<file path="src/rtl/collision_detector.sv">
// Sprite move checker: tests the screen boundary, then scans the 16-pixel
// edge strip in the direction of motion against a 1-cycle-latency obstacle map.
module collision_detector (
  input  logic        clock,
  input  logic        reset,
  input  logic        start,
  input  logic [8:0]  link_x_pos,
  input  logic [7:0]  link_y_pos,
  input  logic [2:0]  link_direction,
  output logic [16:0] map_address,
  input  logic        map_q,
  output logic [1:0]  collision,
  output logic        collision_done
);

  typedef enum logic [2:0] {IDLE, BOUND, SCAN, DRAIN, DONE} state_t;

  localparam logic [2:0] DIR_UP    = 3'b010;
  localparam logic [2:0] DIR_DOWN  = 3'b011;
  localparam logic [2:0] DIR_LEFT  = 3'b100;
  localparam logic [2:0] DIR_RIGHT = 3'b101;

  state_t      state, state_nxt;
  logic [8:0]  x_r;
  logic [7:0]  y_r;
  logic [2:0]  dir_r;
  logic [3:0]  idx;
  logic        probe_vld;
  logic        is_move, hit_bound;
  logic [8:0]  px;
  logic [7:0]  py;

  always_comb begin
    is_move   = 1'b0;
    hit_bound = 1'b0;
    case (dir_r)
      DIR_UP:    begin is_move = 1'b1; hit_bound = (y_r == 8'd0);    end
      DIR_DOWN:  begin is_move = 1'b1; hit_bound = (y_r >= 8'd224);  end
      DIR_LEFT:  begin is_move = 1'b1; hit_bound = (x_r == 9'd0);    end
      DIR_RIGHT: begin is_move = 1'b1; hit_bound = (x_r >= 9'd304);  end
      default:   ;
    endcase
  end

  always_ff @(posedge clock) begin
    if (reset) state <= IDLE;
    else       state <= state_nxt;
  end

  always_comb begin
    state_nxt = state;
    case (state)
      IDLE:    if (start) state_nxt = BOUND;
      BOUND:   state_nxt = (is_move && !hit_bound) ? SCAN : DONE;
      SCAN:    if (idx == 4'd15) state_nxt = DRAIN;
      DRAIN:   state_nxt = DONE;
      DONE:    state_nxt = IDLE;
      default: state_nxt = IDLE;
    endcase
  end

  // Probe coordinates; the boundary test keeps every probe on screen.
  always_comb begin
    px = x_r + {5'd0, idx};
    py = y_r;
    case (dir_r)
      DIR_UP:    begin px = x_r + {5'd0, idx}; py = y_r - 8'd1;         end
      DIR_DOWN:  begin px = x_r + {5'd0, idx}; py = y_r + 8'd16;        end
      DIR_LEFT:  begin px = x_r - 9'd1;        py = y_r + {4'd0, idx};  end
      DIR_RIGHT: begin px = x_r + 9'd16;       py = y_r + {4'd0, idx};  end
      default:   ;
    endcase
  end

  always_comb begin
    collision_done = (state == DONE);
    map_address    = 17'd0;
    if (state == SCAN)
      map_address = {1'b0, py, 8'd0} + {3'd0, py, 6'd0} + {8'd0, px};
  end

  // probe_vld marks the cycle in which map_q answers a SCAN address.
  always_ff @(posedge clock) begin
    if (reset) begin
      x_r       <= '0;
      y_r       <= '0;
      dir_r     <= '0;
      idx       <= '0;
      probe_vld <= 1'b0;
      collision <= 2'b00;
    end else begin
      probe_vld <= (state == SCAN);
      case (state)
        IDLE: if (start) begin
          x_r       <= link_x_pos;
          y_r       <= link_y_pos;
          dir_r     <= link_direction;
          collision <= 2'b00;
        end
        BOUND: begin
          idx <= 4'd0;
          if (is_move && hit_bound) collision <= 2'b11;
        end
        SCAN:    idx <= idx + 4'd1;
        default: ;
      endcase
      if (probe_vld && map_q) collision[0] <= 1'b1;
    end
  end

endmodule

</file>
<file path="config.mk">
export PLATFORM = sky130hd
export DESIGN_NAME = collision_detector
export DESIGN_NICKNAME = d
export VERILOG_FILES = /design/src/rtl/collision_detector.sv
export SDC_FILE = /design/constraint.sdc
export NUM_CORES = 1
export LEC_CHECK = 0
export BUFFER_PORTS_ARGS = -buffer_cell sky130_fd_sc_hd__buf_2
export CAP_MARGIN = 20
export CELL_PAD_IN_SITES_DETAIL_PLACEMENT = 0
export CELL_PAD_IN_SITES_GLOBAL_PLACEMENT = 2
export CORE_UTILIZATION = 35
export CTS_BUF_LIST = sky130_fd_sc_hd__clkbuf_16
export DETAILED_ROUTE_END_ITERATION = 16
export PLACE_DENSITY_LB_ADDON = 0.08
export SYNTH_ARGS = -nofsm -noshare
export SYNTH_HDL_FRONTEND = slang
export SYNTH_SLANG_ARGS = --single-unit
</file>
<file path="constraint.sdc">
create_clock -name clock -period 7.2 [get_ports clock]
set_input_delay 0.72 -clock clock [delete_from_list [all_inputs] [get_ports clock]]
set_output_delay 0.72 -clock clock [all_outputs]
set_load 0.01 [all_outputs]
</file>
==> impl_metrics.json, run 1 <==
{
  "synth_warnings": 0,
  "fp.dieH_um": 93.2,
  "worstPathArrival_ns": 5.11,
  "first_pass_iters": 4,
  "fin_crit_ns": 5.83,
  "crit_path_end_kind": "primary output",
  "rows": 32,
  "ant_nets": 0,
  "synth.top_cell.area_share": 0.207,
  "p_sw_uw": 213,
  "clock_latency_ns": 0.27,
  "p_leak_uw": 0.00147,
  "clock_skew_ns": 0.00194,
  "synth_area_um2": 2910,
  "fmax_mhz": 172,
  "grt_max_degree": 31,
  "root_buffer": "clkbuf_16",
  "cts_inserted_buffers": 5,
  "area_growth_pct": 14.0,
  "initial_core_util": 0.369,
  "synth_enable_flop_cells": 0,
  "cts_tree": "built",
  "gp_congestion": 0.781,
  "hold_class": "reg -> reg",
  "status": "complete, no violations",
  "vdd_drop_max_mv": 0.154,
  "post-route-drc-count": 0,
  "grt_setup_unrepaired": "false",
  "cap_violations": 0,
  "cts.htree.levels": 2,
  "avgSynthCellArea_um2": 7.23,
  "drive_gt1_frac": 0.138,
  "antenna_found_initial": 0,
  "hold_depth": 2,
  "path_class": "reg -> out",
  "vias": 2717,
  "synth_area_leaders": "dfxtp_1 (21%), ha_1 (16%), nand2_1 (9.4%), a21oi_1 (8.3%), nor2_1 (4.5%)",
  "setup_tns_ns": 0,
  "synth_commonest_cells": "nand2_1 (73), a21oi_1 (48), ha_1 (38), nor2_1 (35), dfxtp_1 (30)",
  "synth_most_common_cell": "nand2_1",
  "crit_fanout": 12,
  "critPathLaunchType": "register",
  "ctsHoldBuffers": 0,
  "synth_cell_types": 53,
  "slew-limit-headroom": 0.401,
  "p_seq_frac": 0.318,
  "period_share": 0.810,
  "place_hpwl_mm": 5.71,
  "grt_pass1_wl_mm": 12.8,
  "power_frac_comb": 0.362,
  "fp.dieW_um": 93.2,
  "reg2reg_depth": 4,
  "cts_buffer_depth": 2,
  "worstMarginPinSlew_ns": 0.897,
  "synth-seq-cells": 30,
  "clock_sinks": 30,
  "viasPerCell": 5.07,
  "hold_viol": 0,
  "async_flop_share": 0,
  "drt_iter0_markers": 86,
  "clk_pin_slew_worst_paths_ns": 0.05,
  "place_area_um2": 3180,
  "nets": 499,
  "coreArea_um2": 7890,
  "postSynthNetCount": 468,
  "grt_usage": 0.184,
  "fin_area_um2": 3320,
  "yosys.area.top_type": "dfxtp_1",
  "grt_pass1_vias": 2621,
  "slew_violations": 0,
  "synth_ff_type": "dfxtp_1",
  "postCtsSetupRepairBufs": 0,
  "syn_inst": 402,
  "required_ns": 6.48,
  "wl_per_cell_um": 13.8,
  "powerDensity_nw_per_um2": 185,
  "num_antenna_cells": 0,
  "die-area_um2": 8680,
  "power.internal_uw": 400,
  "setup_viol": 0,
  "wirelength_mm": 7.38,
  "cts_resized": 0,
  "io_pins": 44,
  "ys_seq_area_frac": 0.207,
  "grt.overflow.total": 0,
  "swShare": 0.348,
  "clkPwrFrac": 0.320,
  "io_buffers": 43
}
## registers in the layout, summed over array words and instances, names as in the netlist
| register | cells |
|---|---|
| x_r | 9 |
| y_r | 8 |
| idx | 4 |
| dir_r | 3 |
| state | 3 |
| collision | 2 |
| probe_vld | 1 |
## per-layer routing
layer	wire (um)	global-route usage
met5	0	0
met2	3090	0.282
met3	221	0.0244
met1	3990	0.270
met4	72	0.0487
## logic make-up after synthesis
family / count (synthesis) / share of synthesized area
adder cells (fa/ha/maj): 42 / 0.191
flip-flops: 30 / 0.207
AO/OA/AOI/OAI: 93 / 0.189
AND/OR/NAND/NOR: 167 / 0.269
multiplexers: 5 / 0.0185
buffers and inverters: 45 / 0.0628
XOR/XNOR: 20 / 0.0628
## cell type report
cell class / count / area (um2)
flip-flops and latches: 30 / 601
repair buffers: 44 / 226
clock inverters: 3 / 12.5
multi-input cells: 327 / 2130
inverters: 25 / 93.8
clock buffers: 5 / 125
well taps: 102 / 128
fillers: 863 / 4570
## critical path, stage by stage (launching register included)
cell      delay (ns)
dfxtp_1         0.51
nor2b_1         0.46
nand2b_1        0.26
nand2_1         0.16
inv_1           0.07
fa_1            0.42
nand3b_1        0.19
a21oi_1         0.20
o21ai_1         0.11
xor2_1          0.16
o21ai_1         0.16
xnor2_1         0.11
fa_1            0.56
inv_1           0.05
ha_1            0.26
a21oi_1         0.07
o21ai_1         0.23
nor3_1          0.07
o31ai_1         0.32
a21oi_1         0.14
nor3b_2         0.15
buf_2           0.15
## power by group through the flow
stage	Combinational, uW	Sequential, uW	Clock, uW
floorplan	184	187	0
global placement	223	198	0
detailed placement	223	199	0
CTS	226	195	203
global route	260	197	210
finish	222	195	196
## placed cells by master (no fill, tap or decap), drive strengths merged, types with 8 or more instances in the layout
cell,instances
nand2,73
a21oi,49
buf,44
ha,38
nor2,35
dfxtp,30
inv,26
o21ai,20
nand2b,13
xnor2,11
xor2,9
nand3,9
nor3,8
## stage by stage
step | power [uW] | worst slack, ns | utilization | hold WS [ns] | instances
floorplan | 371 | 2.50 | - | 0.463 | 402
global placement | 421 | 1.79 | 0.401 | 0.450 | 527
detailed placement | 422 | 1.68 | 0.403 | 0.452 | 528
CTS | 623 | 1.35 | 0.420 | 0.462 | 536
global route | 667 | 0.832 | 0.420 | 0.479 | 536
finish | 614 | 1.37 | 0.420 | 0.459 | 536
## worst paths after layout
kind	start	endpoint	slack, ns
worst min-delay path	collision[1]$_SDFFE_PP0P_	collision[1]$_SDFFE_PP0P_	0.46
worst max-delay path	dir_r[2]$_SDFFE_PP0P_	map_address[16]	1.37
worst max register to register	state[0]$_SDFFE_PP0P_	collision[0]$_SDFFE_PP0P_	4.90
worst min register to register	collision[1]$_SDFFE_PP0P_	collision[1]$_SDFFE_PP0P_	0.46
No activity file was read; power rests on OpenSTA's default activity.
==> inputs of run 2 (changes only) <==
--- a/config.mk
+++ b/config.mk
@@ -5,11 +5,12 @@
 export SDC_FILE = /design/constraint.sdc
 export NUM_CORES = 1
 export LEC_CHECK = 0
+export ABC_AREA = 1
 export BUFFER_PORTS_ARGS = -buffer_cell sky130_fd_sc_hd__buf_2
 export CAP_MARGIN = 20
 export CELL_PAD_IN_SITES_DETAIL_PLACEMENT = 0
 export CELL_PAD_IN_SITES_GLOBAL_PLACEMENT = 2
-export CORE_UTILIZATION = 35
+export CORE_UTILIZATION = 28
 export CTS_BUF_LIST = sky130_fd_sc_hd__clkbuf_16
 export DETAILED_ROUTE_END_ITERATION = 16
 export PLACE_DENSITY_LB_ADDON = 0.08
==> constraint.sdc (replaced) <==
create_clock -name clock -period 4.8 [get_ports clock]
set_input_delay 0.48 -clock clock [delete_from_list [all_inputs] [get_ports clock]]
set_output_delay 0.48 -clock clock [all_outputs]
set_load 0.01 [all_outputs]
==> run 2 against run 1 <==
  * Count of clock-buffer cells in the layout is the same
  * Total power grew to 2.6 times the previous value
  * Combinational power grew to 4.4 times the previous value
  * Synthesized cell count grew 12%
  * Flip-flop and latch count is the same
  * Die area grew 25%
  * Clock skew grew 0.0020 ns
==> impl_metrics.json, run 2 <==
{
  "p_leak_uw": 0.00183,
  "io_pins": 44,
  "postSynthNetCount": 515,
  "largest_register_ff_count": 9,
  "grt_max_degree": 26,
  "worst_slack_ns": 0.115,
  "largest_register": "x_r",
  "final_common_cell": "inv_1",
  "muxShareOfSynthArea": 0,
  "synth-compound-area-share": 0.224,
  "critPathMaxStageDelay_ns": 0.51,
  "crit_fanout": 5,
  "synth_area_um2": 2930,
  "p_sw_uw": 733,
  "cts_tree": "built",
  "swShare": 0.460,
  "reg_top3": "x_r (9), y_r (8), idx (4)",
  "nets": 574,
  "p_seq_frac": 0.197,
  "synth_commonest_cells": "nand2_1 (79), inv_1 (77), a21oi_1 (48), o21ai_0 (47), ha_1 (38)",
  "drive_gt1_frac": 0.258,
  "die-area_um2": 10900,
  "io_buffers": 43,
  "utilization": 0.381,
  "fin_crit_ns": 4.68,
  "synth.top_cell.area_share": 0.205,
  "cp_common_cell": "nand2_2",
  "coreArea_um2": 9950,
  "status": "complete, no violations",
  "cts_inserted_buffers": 5,
  "gp_congestion": 0.793,
  "mostFrequentLayoutCells": "inv_1 (74), nand2_1 (72), a21oi_1 (44)",
  "slew-limit-headroom": 0.570,
  "clock_skew_ns": 0.00393,
  "place_area_um2": 3350,
  "worstMarginPinSlew_ns": 0.645,
  "syn_inst": 449,
  "grt_usage": 0.160,
  "grt.overflow.total": 0,
  "synth_xor_area_frac": 0.0179,
  "setup_viol": 0,
  "hold_viol": 0,
  "powerDensity_nw_per_um2": 420,
  "first_pass_iters": 4,
  "ant_nets": 0,
  "viasPerCell": 4.74,
  "ys_seq_area_frac": 0.205,
  "preCtsSetupSlack_ns": 0.0824,
  "path_buf_inv": 3,
  "required_ns": 4.32,
  "synth-seq-cells": 30,
  "yosys.area.top_type": "dfxtp_1",
  "fp.dieH_um": 104,
  "synth_ff_type": "dfxtp_1",
  "synth_cell_types": 37,
  "power.internal_uw": 860,
  "root_buffer": "clkbuf_16",
  "synth_area_leaders": "dfxtp_1 (20%), ha_1 (16%), nand2_1 (10%), inv_1 (9.9%), a21oi_1 (8.2%)",
  "grt_setup_unrepaired": "true",
  "fp.dieW_um": 104,
  "num_antenna_cells": 0,
  "antenna_found_initial": 0,
  "cts.htree.levels": 2,
  "fmax_mhz": 213,
  "clock_latency_ns": 0.28,
  "cap_violations": 0,
  "slew_violations": 0,
  "clk_pin_slew_worst_paths_ns": 0.05,
  "drt_iter0_markers": 82,
  "synth_enable_flop_cells": 0,
  "crit_path_end_kind": "primary output",
  "wirelength_mm": 8.62,
  "clock_sinks": 30,
  "power_frac_comb": 0.613,
  "cts_buffer_depth": 2,
  "path_class": "reg -> out",
  "grt_pass1_vias": 2958,
  "worstPathArrival_ns": 4.20,
  "area_growth_pct": 29.3,
  "synth-simple-area-share": 0.248,
  "async_flop_share": 0,
  "fillers": 1104,
  "worst_path_max_delay_cell": "fa_1",
  "period_share": 0.976,
  "multi_input_area_um2": 2210,
  "synth_warnings": 0,
  "grt_pass1_wl_mm": 14.1,
  "critPathLaunchType": "register",
  "critPathTopFamily": "adder cells",
  "place_hpwl_mm": 6.79,
  "rows": 36,
  "hold_class": "in -> reg",
  "synth_top_family_by_area": "simple AND/OR/NAND/NOR gates",
  "post-route-drc-count": 0,
  "clkPwrFrac": 0.190,
  "wl_per_cell_um": 13.5,
  "vdd_drop_max_mv": 0.161,
  "vias": 3040,
  "synth_most_common_cell": "nand2_1",
  "avgSynthCellArea_um2": 6.53,
  "seq_area_um2": 609,
  "initial_core_util": 0.294,
  "fin_area_um2": 3790,
  "synthAdderAreaFrac": 0.190
}
-- run 2: routing by layer --
layer  routed length (um)  vias to the layer above  global-route usage
met2                 4250                       39               0.289
met5                    0                        -                   0
met1                 4070                     1386               0.200
li1                     -                     1604                   -
met3                  202                       11              0.0201
met4                  108                        0              0.0357
-- run 2: cells by family (layout without fill, tap and decap cells) --
group	after synthesis	after routing
flops	30	30
compound gates	118	118
xor+xnor	6	6
fa+ha+maj	42	42
simple gates	163	163
buf+inv	90	149
-- run 2: path summary, 6_finish.rpt --
check,from,end,slack (ns),cells past startpoint
max,dir_r[2]$_SDFFE_PP0P_,map_address[13],0.12,27
min,reset,state[2]$_SDFFE_PP0P_,0.43,2
max reg2reg,dir_r[2]$_SDFFE_PP0P_,collision[0]$_SDFFE_PP0P_,2.73,12
min reg2reg,y_r[0]$_SDFFE_PP0P_,y_r[0]$_SDFFE_PP0P_,0.51,2
-- run 2: power by group through the flow --
| stage | clock [uW] | sequential, uW | combinational [uW] |
|---|---|---|---|
| 6_report | 302 | 313 | 977 |
| 5_1_grt | 319 | 319 | 1120 |
| 4_1_cts | 310 | 310 | 879 |
| 3_5_place_dp | 0 | 314 | 843 |
| 3_3_place_gp | 0 | 314 | 847 |
| 2_1_floorplan | 0 | 310 | 634 |
-- run 2: what timing repair did --
action                                  CTS  global route
endpoints found under the setup margin    5             7
hold endpoints to repair                  0             0
pin swaps                                 6            27
resized for setup                        13            47
setup buffers                             3             5
hold buffers                              0             0
-- run 2: per-stage QoR --
step                      hold WS [ns]  cells  setup TNS [ns]  power, uW
after detailed placement         0.505    626               0       1160
after global placement           0.498    626               0       1160
final                            0.429    641               0       1590
after floorplan                  0.458    449               0        945
after CTS                        0.431    636               0       1500
after global routing             0.445    641          -0.575       1760
-- run 2: final cells by class --
class                      instances  share of cell area
sequential                        30               0.161
timing repair buffer              61              0.0957
multi-input combinational        329               0.583
clock buffer                       5              0.0330
clock inverter                     2             0.00264
tap                              133              0.0439
inverter                          81              0.0809
==> inputs of run 3 (changes only) <==
==> constraint.sdc (replaced) <==
create_clock -name clock -period 4.8 [get_ports clock]
set_input_delay 0.24 -clock clock [delete_from_list [all_inputs] [get_ports clock]]
set_output_delay 0.24 -clock clock [all_outputs]
set_load 0.01 [all_outputs]
==> run 3 against run 2 <==
  * First-iteration DRC count increased by 28%
  * Total power decreased by 1.9%
  * Final cell count decreased by 0.94%
  * Non-clock buffer count decreased by 6
  * Setup slack improved by 0.20 ns
  * Die area unchanged
  * Fmax increased by 4.5%
  * Global-route usage decreased by 0.24 points
  * Sequential share of layout area increased by 0.69 points
  * Critical endpoint is now map_address[12]
  * Wire length decreased by 2.8%
  * Critical path depth increased by 1
==> impl_metrics.json, run 3 (synthesis results as in run 2) <==
{
  "clkPwrFrac": 0.225,
  "area_growth_pct": 24.2,
  "vdd_drop_max_mv": 0.171,
  "critPathLaunchType": "register",
  "multi_input_area_um2": 2090,
  "antenna_found_initial": 0,
  "crit_fanout": 5,
  "fillers": 1143,
  "fp.dieH_um": 104,
  "drt_iter0_markers": 105,
  "slew_violations": 0,
  "post-route-drc-count": 0,
  "power.internal_uw": 868,
  "hold_class": "in -> reg",
  "fp.dieW_um": 104,
  "gp_congestion": 0.774,
  "largest_register_ff_count": 9,
  "path_class": "reg -> out",
  "grt_pass1_wl_mm": 13.8,
  "slew-limit-headroom": 0.562,
  "cp_common_cell": "nand2_1",
  "required_ns": 4.56,
  "clock_latency_ns": 0.27,
  "finalPower_uw": 1560,
  "cts_buffer_depth": 2,
  "initial_core_util": 0.294,
  "io_buffers": 43,
  "reg2reg_depth": 10,
  "fmax_mhz": 223,
  "first_pass_iters": 4,
  "mostFrequentLayoutCells": "nand2_1 (78), inv_1 (75), a21oi_1 (43), buf_2 (43), o21ai_0 (42)",
  "wl_per_cell_um": 13.2,
  "worstPathArrival_ns": 4.24,
  "num_antenna_cells": 0,
  "clk_pin_slew_worst_paths_ns": 0.05,
  "p_sw_uw": 695,
  "clock_sinks": 30,
  "period_share": 0.934,
  "seq_area_um2": 611,
  "final_common_cell": "nand2_1",
  "ant_nets": 0,
  "cap_violations": 0,
  "utilization": 0.366,
  "grt_usage": 0.157,
  "hold_viol": 0,
  "io_pins": 44,
  "worstMarginPinSlew_ns": 0.656,
  "drive_gt1_frac": 0.213,
  "cts.htree.levels": 2,
  "crit_path_end_kind": "primary output",
  "powerDensity_nw_per_um2": 429,
  "p_seq_frac": 0.202,
  "p_leak_uw": 0.00179,
  "clock_skew_ns": 0.00490,
  "fin_crit_ns": 4.48,
  "preCtsSetupSlack_ns": 0.116,
  "largest_register": "x_r",
  "setup_viol": 0,
  "swShare": 0.444,
  "die-area_um2": 10900,
  "coreArea_um2": 9950,
  "rows": 36,
  "vias": 2977,
  "root_buffer": "clkbuf_16",
  "cts_inserted_buffers": 5,
  "wirelength_mm": 8.38,
  "hold_depth": 2,
  "critPathMaxStageDelay_ns": 0.53,
  "grt_max_degree": 26,
  "nets": 568,
  "cts_tree": "built",
  "worst_slack_ns": 0.315,
  "grt_pass1_vias": 2824,
  "worst_path_max_delay_cell": "fa_1",
  "viasPerCell": 4.69,
  "grt.overflow.total": 0,
  "status": "complete, no violations",
  "power_frac_comb": 0.573,
  "place_hpwl_mm": 6.69,
  "reg_top3": "x_r (9), y_r (8), idx (4)"
}
==> run 3: layer usage <==
layer	global-route usage	up-vias	share of wire
li1	-	1596	-
met1	0.204	1343	0.49
met2	0.273	34	0.49
met3	0.0238	4	0.023
met4	0.0327	0	0.0013
met5	0	-	0
==> run 3: layout make-up <==
| type | count | share of cell area |
|---|---|---|
| Multi-Input combinational cell | 329 | 0.575 |
| Sequential cell | 30 | 0.168 |
| Inverter | 81 | 0.0842 |
| Timing Repair Buffer | 55 | 0.0838 |
| Tap cell | 133 | 0.0457 |
| Clock buffer | 5 | 0.0344 |
| Clock inverter | 2 | 0.00928 |
==> run 3: power by group through the flow <==
stage	Combinational [uW]	Sequential (uW)	Clock, uW
4_1_cts	844	315	357
2_1_floorplan	634	310	0
5_1_grt	1050	322	370
3_3_place_gp	836	318	0
3_5_place_dp	828	318	0
6_report	895	316	352
==> run 3: worst max-delay path: cells and delay by family (launching register included) <==
family / cells / cell delay (ns)
buffers and inverters: 5 / 0.41
and+or+nand+nor: 11 / 0.81
DFF: 1 / 0.36
adders and majority gates: 4 / 1.40
AOI/OAI and AO/OA: 8 / 0.97
==> run 3: per-stage QoR <==
| step | setup TNS (ns) | instance area [um2] | std cells | hold slack, ns |
|---|---|---|---|---|
| after global routing | -0.0182 | 3640 | 635 | 0.205 |
| after CTS | 0 | 3480 | 627 | 0.201 |
| final | 0 | 3640 | 635 | 0.199 |
| after detailed placement | 0 | 3310 | 620 | 0.491 |
| after global placement | 0 | 3310 | 620 | 0.496 |
| after floorplan | 0 | 2930 | 449 | 0.312 |
==> run 3: timing repair <==
action,4_1_cts,5_1_grt
setup endpoints to repair,5,7
hold buffers,0,0
buffers inserted,0,8
pin swaps,0,13
resized for setup,5,31
==> run 3: worst paths after layout <==
| kind | from | endpoint | slack [ns] |
|---|---|---|---|
| worst max-delay path | dir_r[2]$_SDFFE_PP0P_ | map_address[12] | 0.32 |
| worst min-delay path | reset | state[2]$_SDFFE_PP0P_ | 0.20 |
| worst max register to register | dir_r[0]$_SDFFE_PP0P_ | collision[0]$_SDFFE_PP0P_ | 2.70 |
| worst min register to register | idx[0]$_SDFFE_PP0P_ | idx[0]$_SDFFE_PP0P_ | 0.48 |
